## src/rtl/counter_seq_pkg.sv

```systemverilog
// Shared definitions for the counter sequencer: FSM state encoding and command opcodes.
package counter_seq_pkg;

    typedef enum logic [1:0] {
        ST_IDLE  = 2'b00,
        ST_RUN   = 2'b01,
        ST_PAUSE = 2'b10,
        ST_DONE  = 2'b11
    } state_t;

    localparam logic [1:0] OP_START  = 2'b00;
    localparam logic [1:0] OP_PAUSE  = 2'b01;
    localparam logic [1:0] OP_RESUME = 2'b10;
    localparam logic [1:0] OP_ABORT  = 2'b11;

endpackage

```

## src/rtl/counter_sequencer_core.sv

```systemverilog
// Counter datapath: synchronous clear (priority) and increment, async clear.
module counter_core #(
    parameter int WIDTH = 4
) (
    input  logic             clk,
    input  logic             clear_n,
    input  logic             en,
    input  logic             sync_clr,
    output logic [WIDTH-1:0] q
);

    // Counter register: clear beats increment, otherwise hold.
    always_ff @(posedge clk or negedge clear_n) begin
        if (!clear_n) begin
            q <= {WIDTH{1'b0}};
        end else if (sync_clr) begin
            q <= {WIDTH{1'b0}};
        end else if (en) begin
            q <= q + {{(WIDTH-1){1'b0}}, 1'b1};
        end else begin
            q <= q;
        end
    end

endmodule

```

## src/rtl/counter_sequencer.sv

```systemverilog
// Counter sequencer: accepts START/PAUSE/RESUME/ABORT commands and drives
// the counter datapath up to a programmed limit in one-shot or periodic mode.
module counter_sequencer
    import counter_seq_pkg::*;
#(
    parameter int WIDTH = 4
) (
    input  logic             clk,
    input  logic             clear_n,
    input  logic             cmd_valid,
    output logic             cmd_ready,
    input  logic [1:0]       cmd_op,
    input  logic [WIDTH-1:0] cmd_limit,
    input  logic             cmd_periodic,
    output logic [WIDTH-1:0] count,
    output logic             busy,
    output logic             done,
    output logic             err
);

    state_t            state_r;
    state_t            state_nxt_s;
    logic [WIDTH-1:0]  limit_r;
    logic              periodic_r;
    logic              done_r;
    logic              err_r;
    logic              done_nxt_s;
    logic              err_nxt_s;
    logic              load_s;
    logic              en_s;
    logic              sync_clr_s;
    logic              accept_s;
    logic              terminal_s;
    logic [WIDTH-1:0]  count_s;

    counter_core #(.WIDTH(WIDTH)) u_core (
        .clk      (clk),
        .clear_n  (clear_n),
        .en       (en_s),
        .sync_clr (sync_clr_s),
        .q        (count_s)
    );

    assign accept_s   = cmd_valid & cmd_ready;
    assign terminal_s = (count_s == limit_r);

    // Next-state, counter control and pulse decode for the current command.
    always_comb begin
        state_nxt_s = state_r;
        done_nxt_s  = 1'b0;
        err_nxt_s   = 1'b0;
        load_s      = 1'b0;
        en_s        = 1'b0;
        sync_clr_s  = 1'b0;
        case (state_r)
            ST_IDLE: begin
                if (accept_s) begin
                    case (cmd_op)
                        OP_START: begin
                            load_s      = 1'b1;
                            sync_clr_s  = 1'b1;
                            state_nxt_s = ST_RUN;
                        end
                        OP_ABORT: begin
                            sync_clr_s = 1'b1;
                        end
                        default: begin
                            err_nxt_s = 1'b1;
                        end
                    endcase
                end else begin
                    state_nxt_s = ST_IDLE;
                end
            end
            ST_RUN: begin
                if (accept_s && (cmd_op == OP_ABORT)) begin
                    sync_clr_s  = 1'b1;
                    state_nxt_s = ST_IDLE;
                end else if (terminal_s && !periodic_r) begin
                    // Any other command on the one-shot terminal edge is rejected.
                    done_nxt_s  = 1'b1;
                    err_nxt_s   = accept_s;
                    state_nxt_s = ST_DONE;
                end else if (terminal_s) begin
                    done_nxt_s  = 1'b1;
                    sync_clr_s  = 1'b1;
                    err_nxt_s   = accept_s && ((cmd_op == OP_START) || (cmd_op == OP_RESUME));
                    state_nxt_s = (accept_s && (cmd_op == OP_PAUSE)) ? ST_PAUSE : ST_RUN;
                end else if (accept_s && (cmd_op == OP_PAUSE)) begin
                    state_nxt_s = ST_PAUSE;
                end else begin
                    en_s      = 1'b1;
                    err_nxt_s = accept_s && ((cmd_op == OP_START) || (cmd_op == OP_RESUME));
                end
            end
            ST_PAUSE: begin
                if (accept_s) begin
                    case (cmd_op)
                        OP_RESUME: state_nxt_s = ST_RUN;
                        OP_ABORT: begin
                            sync_clr_s  = 1'b1;
                            state_nxt_s = ST_IDLE;
                        end
                        default: err_nxt_s = 1'b1;
                    endcase
                end else begin
                    state_nxt_s = ST_PAUSE;
                end
            end
            ST_DONE: begin
                state_nxt_s = ST_IDLE;
            end
            default: begin
                state_nxt_s = ST_IDLE;
            end
        endcase
    end

    // Sequencer state, captured START parameters and one-cycle event pulses.
    always_ff @(posedge clk or negedge clear_n) begin
        if (!clear_n) begin
            state_r    <= ST_IDLE;
            limit_r    <= {WIDTH{1'b0}};
            periodic_r <= 1'b0;
            done_r     <= 1'b0;
            err_r      <= 1'b0;
        end else begin
            state_r <= state_nxt_s;
            done_r  <= done_nxt_s;
            err_r   <= err_nxt_s;
            if (load_s) begin
                limit_r    <= cmd_limit;
                periodic_r <= cmd_periodic;
            end else begin
                limit_r    <= limit_r;
                periodic_r <= periodic_r;
            end
        end
    end

    assign cmd_ready = (state_r != ST_DONE);
    assign busy      = (state_r == ST_RUN) || (state_r == ST_PAUSE);
    assign count     = count_s;
    assign done      = done_r;
    assign err       = err_r;

endmodule

```

## config.mk

```make
export PLATFORM = sky130hd
export DESIGN_NAME = counter_sequencer
export DESIGN_NICKNAME = d
export VERILOG_FILES = /design/src/rtl/counter_seq_pkg.sv /design/src/rtl/counter_sequencer_core.sv /design/src/rtl/counter_sequencer.sv
export SDC_FILE = /design/constraint.sdc
export NUM_CORES = 1
export LEC_CHECK = 0
export BUFFER_PORTS_ARGS = -buffer_cell sky130_fd_sc_hd__buf_2
export CORE_UTILIZATION = 53
export CTS_CLUSTER_DIAMETER = 120
export DETAILED_ROUTE_END_ITERATION = 7
export PLACE_DENSITY = 0.78
export SYNTH_ARGS = -nofsm -noshare
export SYNTH_HDL_FRONTEND = slang
export SYNTH_SLANG_ARGS = --single-unit
```

## constraint.sdc

```tcl
create_clock -name clk -period 1.8 [get_ports clk]
set_input_delay 0.45 -clock clk [delete_from_list [all_inputs] [get_ports clk]]
set_output_delay 0.45 -clock clk [all_outputs]
set_load 0.01 [all_outputs]
```

### Yosys cells after proc, flatten, opt, wreduce, memory -nomap -nowiden

Index checks and enable logic that the tools add are counted.

* memories kept: 0
* output and inout port bits: 8
* bits in writable memories: 0
* bits in read-only memories: 0
* bits in registers: 13
* word-level logic and storage cells: 72
* latch bits: 0

* equality and inequality tests: 11
* multiplexer cells: 40
* multiply operators: 0
* $lt $le $gt $ge: 0
* bitwise gates (word level): 1
* div/mod/pow operators: 0
* reduce and logical (&&, ||, !) cells: 13
* shift operators: 0
* add/subtract/negate cells: 1

Operator list (number)
* two-way mux 1 bit: 26
* two-way mux 2 bit: 8
* equality test 2 bit, second input constant: 4
* two-way mux 4 bit: 2
* one-hot mux 2 bit (4 select lines): 1
* one-hot mux 1 bit (3 select lines): 2
* != test 5 bit, second input constant: 1
* adder 4 x 1 -> 4 bit, second input constant: 1
* equality test 2 x 1 -> 1 bit, second input constant: 2
* equality test 4 bit: 1
* logical AND 1 bit: 4
* zero test 2 bit: 2
* != test 4 bit, second input constant: 1
* one-hot mux 2 bit (2 select lines): 1
* OR reduction 2 bit: 2
* != test 3 bit, second input constant: 1
* AND reduction 3 bit: 1
* logical OR 1 bit: 2
* != test 2 bit, second input constant: 1
* nonzero test 2 bit: 1
* bitwise AND 1 bit: 1
* zero test 1 bit: 1

### Depth between registers and ports, before layout

Gate-level depths: netlist of the first run.

* depth in word-level cells: 10
* mapped depth: 6
* gate-level depth less buffers: 6

### Hierarchy

Synthesis of the first run repeated with hierarchy kept, for this count alone.

* cell total of the unflattened synthesis: 88
* area total of the unflattened synthesis: 893.4 um^2

Modules (own cells, without submodules)
* counter_sequencer: area each 700.7 um^2, times used 1, cells each 72
* counter_core: area each 192.7 um^2, times used 1, cells each 16

### Worst setup path before layout of the first run

No wires, ideal clock.

* path kind: input port to flip-flop
* start: input port cmd_op[0]
* end: register u_core.q[0]
* data required time: 1.658 ns
* cell stages on the path: 6
* setup slack: 0.150 ns
* setup time: 0.142 ns
* arrival: 1.507 ns
* path through: inv_1 -> ha_1 -> nor3b_1 -> o21ai_0 -> a21oi_1 -> a22oi_1

* word-level cells in the longest chain between the ends: 8
* elaborated cells on any way between the ends: 19
* classes of those cells: eq/ne: 2; mux: 12; reduce/logical: 5

RTL lines
* start, declared: RTL line counter_sequencer.sv:12 `input logic [1:0] cmd_op,`
* equality test 2 x 1 -> 1 bit: RTL line counter_sequencer.sv:89 `end else if (accept_s && (cmd_op == OP_PAUSE)) begin`
* logical AND 1 bit: RTL line counter_sequencer.sv:89
* two-way mux 1 bit: RTL line counter_sequencer.sv:89
* two-way mux 1 bit: RTL line counter_sequencer.sv:84 `end else if (terminal_s) begin`
* two-way mux 1 bit: RTL line counter_sequencer.sv:79 `end else if (terminal_s && !periodic_r) begin`
* two-way mux 1 bit: RTL line counter_sequencer.sv:76 `if (accept_s && (cmd_op == OP_ABORT)) begin`
* two-way mux 1 bit: RTL line counter_sequencer.sv:55 `case (state_r)`
* nonzero test 2 bit (no line)
* end signal, assigned: RTL line counter_sequencer_core.sv:17 `q <= {WIDTH{1'b0}};`
* end signal, assigned: RTL line counter_sequencer_core.sv:19 `q <= q + {{(WIDTH-1){1'b0}}, 1'b1};`
* end signal, assigned: RTL line counter_sequencer_core.sv:21 `q <= q;`
* end, declared: RTL line counter_sequencer_core.sv:9 `output logic [WIDTH-1:0] q`

Several ways; a longest one is shown, not always the timed one.
A chain may end at the register's enable or synchronous reset.

### Worst setup path in the final report of the first run

* start: register state_r[0]
* end: register state_r[1]

* word-level cells in the longest chain between the ends: 8
* elaborated cells on any way between the ends: 19
* classes of those cells: eq/ne: 7; mux: 7; bitwise: 1; reduce/logical: 4

RTL lines
* start, declared: RTL line counter_sequencer.sv:21 `state_t state_r;`
* start signal, assigned: RTL line counter_sequencer.sv:128 `state_r <= state_nxt_s;`
* != test 2 bit: RTL line counter_sequencer.sv:141 `assign cmd_ready = (state_r != ST_DONE);`
* bitwise AND 1 bit: RTL line counter_sequencer.sv:44 `assign accept_s = cmd_valid & cmd_ready;`
* logical AND 1 bit: RTL line counter_sequencer.sv:88, counter_sequencer.sv:89
* two-way mux 2 bit: RTL line counter_sequencer.sv:88 `state_nxt_s = (accept_s && (cmd_op == OP_PAUSE)) ? ST_PAUSE : ST_RUN;`
* two-way mux 2 bit: RTL line counter_sequencer.sv:84
* two-way mux 2 bit: RTL line counter_sequencer.sv:79
* two-way mux 2 bit: RTL line counter_sequencer.sv:76
* one-hot mux 2 bit (4 select lines): RTL line counter_sequencer.sv:55

Several ways; a longest one is shown, not always the timed one.

==> flow_summary_export.csv, run 1 <==
group,metric,value,unit
power_and_ir_drop,powerDensity,1540,nW/um^2
critical_path,cpMostUsedCell,"mux2i_1",
routing,drt_iter0_markers,38,
power_and_ir_drop,power_frac_clock,10.7,%
sta,hold_viol,0,
critical_path,cp_max_fo,3,
logic_synthesis,ys_ff_latch,13,
power_and_ir_drop,p_comb_share,60.0,%
floorplanning,coreArea,1580,um^2
power_and_ir_drop,power,0.00180,W
logic_synthesis,netlist-cell-type-count,36,
global_route,grt_pass1_vias,769,
placed_design,dp_hpwl,1560,um
routing,via_count,814,
clock_network,clock_latency,290,ps
sta,fin_crit,1740,ps
global_route,antenna_found_initial,0,
floorplanning,start_util,59.6,%
global_route,grt.total_usage,23.4,%
placed_design,port_buffers,17,
critical_path,slowest_delay,410,ps
power_and_ir_drop,p_leak,0.581,nW
routing,wl_per_cell,14.4,um
floorplanning,die_h,44.1,um
routing,firstDrtPassIters,6,
clock_network,cts_setup_buffers,0,
routing,highest_layer,"met4",
logic_synthesis,avgSynthCellArea,10.6,um^2
sta,final_max_slew_viol_count,0,
sta,min_period_over_period,96.7,%
sta,finalSetupViolations,0,
final_layout,post-route-util,74.2,%
routing,finalWirelength,1970,um
outcome,status,"finished with violations",
logic_synthesis,synthCells,89,
clock_network,cts_hold_buf,0,
final_layout,diodes,0,
clock_network,cts.sinks,13,
critical_path,critPathCaptureType,"register",
routing,drt-met1-wl,823,um
routing,drc,1,
power_and_ir_drop,p_switching,0.000774,W
clock_network,cts_buffers,3,
routing,wl_met3,170,um
routing,postRouteAntennaNets,0,
final_layout,nets,141,
sta,maxSlewHeadroom,74.0,%
critical_path,worstSetupPathType,"reg -> reg",
global_route,grt_first_pass_wirelength,3250,um
final_layout,syn2layout_area_growth,24.5,%
global_route,gr-total-overflow,0,
power_and_ir_drop,power_frac_seq,29.3,%
logic_synthesis,ys_seq_area_share,34.6,%
outcome,violations,"DRC",
worst_hold_path,min_path_type,"in -> async",
final_layout,final_area,1170,um^2
placed_design,gp_congestion,0.915,
critical_path,slowest_stage,"dfrtp_1",
final_layout,final_layout_size_suffix_gt1_share,43.0,%
logic_synthesis,synth_area,940,um^2
sta,rsz0062_at_grt,"true",
global_route,grt_max_degree,14,
critical_path,crit_required,2010,ps
logic_synthesis,ys_warn_count,0,
floorplanning,io-pin-count,18,
placed_design,post_dp_cell_area,1120,um^2
clock_network,tritoncts,"done",
routing,via_per_inst,5.94,
floorplanning,num_rows,14,
power_and_ir_drop,p_sw_share,42.9,%
critical_path,start_kind,"register",
critical_path,crit_path_cell_trace,"ha_1 -> or2b_2 -> mux2i_1 -> a311o_1 -> mux2i_1",
sta,worstMarginPinSlew,388,ps
power_and_ir_drop,p_int,0.00103,W
critical_path,worst_ep_arrival_time,1950,ps
routing,wl_met2,927,um
clock_network,cts_root_buf,"clkbuf_4",
clock_network,clk_pin_slew,90,ps
power_and_ir_drop,ir_drop,0.862,mV
floorplanning,design.die.area,1950,um^2
sta,fmax,574,MHz
clock_network,htreeDepth,1,
clock_network,cts_max_path_buffers,2,
run,max_cap_viol_count,0,
floorplanning,die_w,44.1,um
sta,worst_clock_skew,4.42,ps
logic_synthesis,synth_nets,108,
-- cells in the mapped netlist --
library cell  count  area (um^2)
nor2b_1           3         18.8
nand2_1           3         11.3
a22oi_1           3         22.5
nor3b_1           2         15.0
a21oi_1           4         20.0
o22ai_1           1         6.26
nor2_1            4         15.0
or2_2             1         6.26
or2b_2            1         8.76
nor4_4            1         21.3
buf_6             1         11.3
or4_1             1         7.51
mux2i_1           3         30.0
inv_1             9         33.8
o31ai_1           2         15.0
xor2_1            2         17.5
a22oi_2           1         12.5
a41oi_1           1         8.76
mux2_2            5         56.3
xor2_2            2         32.5
o21a_1            1         7.51
o21ai_2           1         8.76
and3_1            1         6.26
or3_2             1         7.51
or4_4             1         11.3
or3b_2            1         8.76
o21ai_0           1         5.00
dfrtp_1          13          325
o21ai_1           2         10.0
nand3_1           2         10.0
o2bb2ai_2         1         15.0
a311o_1           1         10.0
o22ai_2           1         12.5
ha_1              9          113
and2_1            1         6.26
a31oi_1           2         12.5
-- sequential cells by signal, indices dropped and copies added (netlist names) --
| name | count |
|---|---|
| limit_r | 4 |
| u_core.q | 4 |
| state_r | 2 |
| done | 1 |
| err | 1 |
| periodic_r | 1 |
-- logic make-up (layout without fill, tap and decap cells) --
kind of cell             Yosys count  count (layout)  synth area share (%)
AND/OR/NAND/NOR                   23              23                  16.4
AO/OA/AOI/OAI                     22              22                  17.7
flip-flops                        13              13                  34.6
XOR/XNOR                           4               4                  5.33
multiplexers                       8               8                  9.19
adder cells (fa/ha/maj)            9               9                  12.0
buffers and inverters             10              42                  4.79
-- cells in the final DEF (no fill, tap or decap), types with 2 or more instances in the layout --
master / count
inv_1: 9
xor2_2: 2
buf_2: 17
mux2_2: 5
mux2i_1: 3
o31ai_1: 2
a22oi_1: 3
a21oi_1: 4
a31oi_1: 2
clkbuf_4: 3
nor2_1: 4
buf_4: 12
xor2_1: 2
dfrtp_1: 13
ha_1: 9
nand2_1: 3
nor2b_1: 2
o21ai_1: 2
-- worst paths after layout --
kind / from / end / slack, ps / depth (start not counted)
setup reg to reg: state_r[0] / state_r[1] / 60 / 5
setup / recovery: state_r[0] / state_r[1] / 60 / 5
hold reg to reg: limit_r[3] / limit_r[3] / 530 / 1
hold / removal: clear_n / err / 30 / 1
min in group clk: cmd_limit[2] / limit_r[2] / 390 / 2
max in group asynchronous: clear_n / limit_r[0] / 1550 / 1
-- final cells by class --
class | count | area (um^2)
Tap cell | 16 | 20.0
Fill cell | 116 | 407
Multi-Input combinational cell | 66 | 589
Timing Repair Buffer | 29 | 175
Sequential cell | 13 | 325
Inverter | 9 | 33.8
Clock buffer | 4 | 26.3
-- repair_timing --
item | 4_1_cts | 5_1_grt
endpoints found under the hold margin | 0 | 0
resized for setup | 0 | 4
setup endpoints to repair | 0 | 10
-- per-stage QoR --
stage / setup TNS (ps) / cells / hold slack, ps / setup WS [ps]
global placement: -16.9 / 133 / 341 / -7.59
CTS: 0 / 137 / 31.9 / 35.4
floorplan: 0 / 89 / 154 / 150
global route: -170 / 137 / 52.5 / -56.3
finish: 0 / 137 / 27.5 / 59.1
detailed placement: -187 / 133 / 348 / -45.0
-- power groups by stage --
stage	combinational, W	sequential (W)	clock [W]
6_report	0.00108	0.000529	0.000192
5_1_grt	0.00119	0.000545	0.000206
4_1_cts	0.00106	0.000530	0.000197
3_5_place_dp	0.00105	0.000536	0
3_3_place_gp	0.00103	0.000529	0
2_1_floorplan	0.000715	0.000543	0
-- critical path, delay by kind of cell, from the launching register on --
kind | cells | cell delay, ps
flops | 1 | 410
compound gates | 1 | 360
simple gates | 1 | 350
mux | 2 | 310
fa+ha+maj | 1 | 230
-- metal layers --
layer / vias to the layer above / GRT usage (%)
li1: 387 / -
met1: 376 / 28.9
met2: 43 / 38.8
met3: 8 / 3.27
met4: 0 / 13.3
met5: - / 0
No activity file was read; power rests on OpenSTA's default activity.
==> inputs of run 2 (changes only) <==
- MAX_ROUTING_LAYER: not set -> met4
==> run 2 against run 1 <==
  * The run still ends with DRC left
  * Maximum frequency unchanged
  * Critical path depth unchanged
  * First-iteration DRC count unchanged
  * Clock skew about the same
  * Total power about the same
  * Design area unchanged
  * Worst setup slack unchanged
  * Sequential cell count unchanged
  * Critical path type unchanged
  * Highest routed layer unchanged
==> flow_summary_export.csv, run 2 (synthesis results as in run 1) <==
group,metric,value,unit
sta,worstMarginPinSlew,388,ps
sta,worst_clock_skew,4.39,ps
sta,min_period_over_period,96.7,%
routing,via_count,814,
clock_network,cts_buffers,3,
routing,finalWirelength,1970,um
sta,maxSlewHeadroom,74.0,%
power_and_ir_drop,p_leak,0.581,nW
routing,via_per_inst,5.94,
placed_design,post-place-ws,-45.0,ps
final_layout,post-route-util,74.2,%
floorplanning,die_h,44.1,um
clock_network,cts_root_buf,"clkbuf_4",
critical_path,critPathCaptureType,"register",
final_layout,seq_area,325,um^2
final_layout,final_layout_size_suffix_gt1_share,43.0,%
placed_design,port_buffers,17,
floorplanning,design.die.area,1950,um^2
clock_network,cts_setup_buffers,0,
critical_path,worst_ep_arrival_time,1950,ps
clock_network,cts_max_path_buffers,2,
sta,fin_crit,1740,ps
critical_path,r2r_setup_slack,60,ps
floorplanning,start_util,59.6,%
worst_hold_path,min_path_type,"in -> async",
power_and_ir_drop,powerDensity,1540,nW/um^2
sta,fmax,574,MHz
final_layout,final_cell_mix,"buf_2 (17), dfrtp_1 (13), buf_4 (12), inv_1 (9), ha_1 (9)",
global_route,grt_pass1_vias,768,
critical_path,reg2reg_from,"state_r[0]",
global_route,antenna_found_initial,0,
final_layout,multi_input_area,589,um^2
routing,wl_per_cell,14.4,um
routing,firstDrtPassIters,6,
global_route,use_met2,38.5,%
global_route,grt.total_usage,24.2,%
floorplanning,num_rows,14,
global_route,grt_max_degree,14,
outcome,status,"finished with violations",
final_layout,final.fill_count,116,
global_route,use_met1,29.4,%
placed_design,dp_cells,133,
sta,setup_ws,59.1,ps
placed_design,gp_congestion,0.931,
routing,postRouteAntennaNets,0,
final_layout,stdcell_count,137,
global_route,globalRouteMet3Util,3.27,%
critical_path,timing.rr.end,"state_r[1]",
clock_network,clk_pin_slew,90,ps
power_and_ir_drop,ir_drop,0.862,mV
critical_path,reg2reg_depth,5,
final_layout,nets,141,
clock_network,tritoncts,"done",
floorplanning,die_w,44.1,um
critical_path,cp_max_fo,3,
clock_network,cts.sinks,13,
floorplanning,coreArea,1580,um^2
global_route,gr-total-overflow,0,
run,max_cap_viol_count,0,
clock_network,clock_latency,290,ps
sta,finalSetupViolations,0,
final_layout,syn2layout_area_growth,24.5,%
routing,drc,1,
sta,fin_setup_tns,0,ps
global_route,grt_first_pass_wirelength,3260,um
critical_path,worstSetupPathType,"reg -> reg",
final_layout,mostFrequentLayoutCell,"buf_2",
sta,hold_viol,0,
clock_network,htreeDepth,1,
final_layout,biggestRegsByFlops,"limit_r x4, u_core.q x4, state_r x2",
final_layout,diodes,0,
clock_network,cts_hold_buf,0,
sta,rsz0062_at_grt,"true",
floorplanning,io-pin-count,18,
sta,final_max_slew_viol_count,0,
critical_path,crit_required,2010,ps
routing,drt_iter0_markers,38,
critical_path,start_kind,"register",
outcome,violations,"DRC",
clock_network,cts_resized,0,
global_route,grt-busiest-layer,"met2",
power_and_ir_drop,power,0.00180,W
placed_design,dp_hpwl,1560,um
[run 2: cell counts in the layout (fill, tap and decap cells not counted)]
No cell type changed its count.
[run 2: worst max path at each step]
stage / cells after the start / start / slack [ps] / endpoint
3_5_place_dp: 8 / cmd_op[0] / -50 / u_core.q[2]
3_3_place_gp: 8 / cmd_op[0] / -8 / u_core.q[2]
2_1_floorplan: 6 / cmd_op[0] / 150 / u_core.q[0]
4_1_cts: 6 / state_r[0] / 40 / u_core.q[1]
5_1_grt: 6 / state_r[1] / -60 / state_r[1]
6_report: 5 / state_r[0] / 60 / state_r[1]
[run 2: routing by layer]
| layer | up-vias | share of wire (%) |
|---|---|---|
| met4 | 0 | 2.6 |
| met3 | 8 | 8.6 |
| li1 | 387 | - |
| met5 | - | 0 |
| met2 | 43 | 47 |
| met1 | 376 | 42 |
[run 2: metrics by stage]
| step | hold WS [ps] | cell area, um^2 |
|---|---|---|
| final | 27.5 | 1170 |
| after floorplan | 154 | 940 |
| after global placement | 341 | 1120 |
| after detailed placement | 348 | 1120 |
| after global routing | 52.5 | 1170 |
| after CTS | 31.9 | 1150 |
[run 2: worst max-delay path: stages (launching register included)]
cell and delay, ps:
dfrtp_1 410, ha_1 230, or2b_2 350, mux2i_1 150
a311o_1 360, mux2i_1 160
[run 2: area by class of cell]
cell class / instances / area share [%]
Clock buffer: 4 / 2.25
Inverter: 9 / 2.89
Multi-Input combinational cell: 66 / 50.4
Sequential cell: 13 / 27.8
Tap cell: 16 / 1.71
Timing Repair Buffer: 29 / 15.0
[run 2: where the power goes]
| part | switching [W] | internal, W |
|---|---|---|
| registers | 0.000115 | 0.000414 |
| clock network | 0.000106 | 0.0000862 |
| logic | 0.000552 | 0.000530 |
==> inputs of run 3 (changes only) <==
--- a/constraint.sdc
+++ b/constraint.sdc
@@ -3,2 +3,2 @@
 set_output_delay 0.45 -clock clk [all_outputs]
-set_load 0.01 [all_outputs]
+set_load 0.1 [all_outputs]
==> run 3 against run 2 <==
  * The flow still finishes with violations (DRC)
  * Clock skew shrank 2.4 ps
  * Total power grew 30%
  * Sequential share of layout area grew 0.10 points
  * Critical endpoint unchanged
  * Largest power group unchanged
  * Critical path depth is the same
  * Sequential cell count is the same
  * Global-route usage shrank 2.3 points
  * Worst hold slack gained 18 ps
  * Maximum frequency grew 2.3%
==> flow_summary_export.csv, run 3 (synthesis results as in run 1) <==
group,metric,value,unit
final_layout,final_layout_size_suffix_gt1_share,44.1,%
floorplanning,die_h,44.1,um
outcome,violations,"DRC",
global_route,globalRouteMet3Util,8.57,%
final_layout,diodes,0,
critical_path,cpMostUsedCell,"mux2i_1",
critical_path,cp_max_fo,4,
final_layout,post-route-util,75.6,%
critical_path,critPathLaunch,"state_r[0]",
routing,firstDrtPassIters,6,
final_layout,nets,138,
sta,rsz0062_at_grt,"false",
global_route,use_met2,34.4,%
clock_network,tritoncts,"done",
placed_design,gp_congestion,0.869,
clock_network,htreeDepth,1,
clock_network,clock_latency,270,ps
clock_network,cts_max_path_buffers,2,
floorplanning,io-pin-count,18,
global_route,grt-busiest-layer,"met2",
floorplanning,coreArea,1580,um^2
power_and_ir_drop,p_leak,0.570,nW
floorplanning,num_rows,14,
worst_hold_path,min_path_type,"in -> async",
critical_path,crit_family,"flip-flops",
global_route,grt_pass1_vias,690,
clock_network,cts_setup_buffers,0,
power_and_ir_drop,powerDensity,1970,nW/um^2
critical_path,slowest_delay,400,ps
final_layout,stdcell_count,134,
floorplanning,design.die.area,1950,um^2
final_layout,mostFrequentLayoutCell,"buf_2",
routing,via_per_inst,5.49,
clock_network,cts_hold_buf,0,
global_route,gr-total-overflow,0,
sta,min_period_over_period,94.5,%
critical_path,crit_required,1990,ps
global_route,grt_first_pass_wirelength,2960,um
sta,worstMarginPinSlew,487,ps
critical_path,reg2reg_from,"state_r[0]",
clock_network,clk_pin_slew,70,ps
placed_design,dp_hpwl,1480,um
clock_network,cts.sinks,13,
global_route,grt_max_degree,14,
placed_design,port_buffers,17,
critical_path,path_buf_inv,0,
routing,finalWirelength,1810,um
clock_network,cts_buffers,3,
critical_path,start_kind,"register",
run,max_cap_viol_count,0,
final_layout,syn2layout_area_growth,26.9,%
critical_path,worstSetupPathType,"reg -> reg",
sta,maxSlewHeadroom,67.8,%
sta,finalSetupViolations,0,
critical_path,crit_path_cell_trace,"ha_2 -> or2b_2 -> mux2i_1 -> a311o_1 -> mux2i_1",
global_route,grt.total_usage,21.8,%
sta,final_max_slew_viol_count,0,
routing,postRouteAntennaNets,0,
clock_network,cts_root_buf,"clkbuf_4",
global_route,antenna_found_initial,0,
critical_path,worst_ep_arrival_time,1890,ps
critical_path,critPathCaptureType,"register",
routing,drt_iter0_markers,17,
sta,hold_viol,0,
final_layout,biggestRegsByFlops,"limit_r x4, u_core.q x4, state_r x2",
routing,wl_per_cell,13.5,um
global_route,use_met1,25.9,%
sta,fin_crit,1700,ps
final_layout,final_cell_mix,"buf_2 (15), inv_1 (9), dfrtp_1 (9), buf_4 (9), ha_1 (8)",
power_and_ir_drop,ir_drop,1.98,mV
sta,fmax,588,MHz
routing,via_count,736,
floorplanning,die_w,44.1,um
placed_design,dp_cells,130,
outcome,status,"finished with violations",
sta,worst_clock_skew,1.98,ps
critical_path,slowest_stage,"dfrtp_1",
routing,drc,2,
floorplanning,start_util,59.6,%
run 3: power by group:
group          total [W]  switching (W)  leakage (nW)  internal (W)
logic            0.00162        0.00102         0.395      0.000604
clock network   0.000172      0.0000864        0.0150     0.0000859
registers       0.000558       0.000134         0.160      0.000424
run 3: worst register-to-register path, cell delays in order (launching register included):
cell and delay (ps):
dfrtp_1 400, ha_2 220, or2b_2 350, mux2i_1 140, a311o_1 360, mux2i_1 150
run 3: path summary, 6_finish.rpt:
check / to / slack [ps] / cells past startpoint
max: state_r[1] / 100 / 5
min: done / 50 / 1
max reg2reg: state_r[1] / 100 / 5
min reg2reg: limit_r[1] / 530 / 1
max in group asynchronous: u_core.q[1] / 1510 / 1
min in group clk: limit_r[1] / 410 / 2
run 3: stage by stage:
stage                     setup WS, ps  hold WS, ps  TNS (ps)  area [um^2]  power, W
after floorplan                   33.7          154         0          947   0.00173
after global placement           -10.4          340     -24.8         1140   0.00210
after detailed placement         -99.8          343      -347         1140   0.00214
after CTS                         26.3         42.3         0         1160   0.00232
after global routing              12.6         49.9         0         1190   0.00248
final                             98.5         45.5         0         1190   0.00235
run 3: cell type report:
cell class	count	area, um^2
repair buffers	26	183
flip-flops and latches	13	333
clock buffers	4	26.3
fillers	121	384
well taps	16	20.0
inverters	9	33.8
multi-input cells	66	597
run 3: timing repair:
item,CTS,global route
setup endpoints to repair,0,6
resized for setup,0,4
hold endpoints to repair,0,0
run 3: layer usage:
metal	routed length, um	up-vias
met4	0	0
met3	85	0
met2	869	24
met5	0	-
li1	-	378
met1	859	334
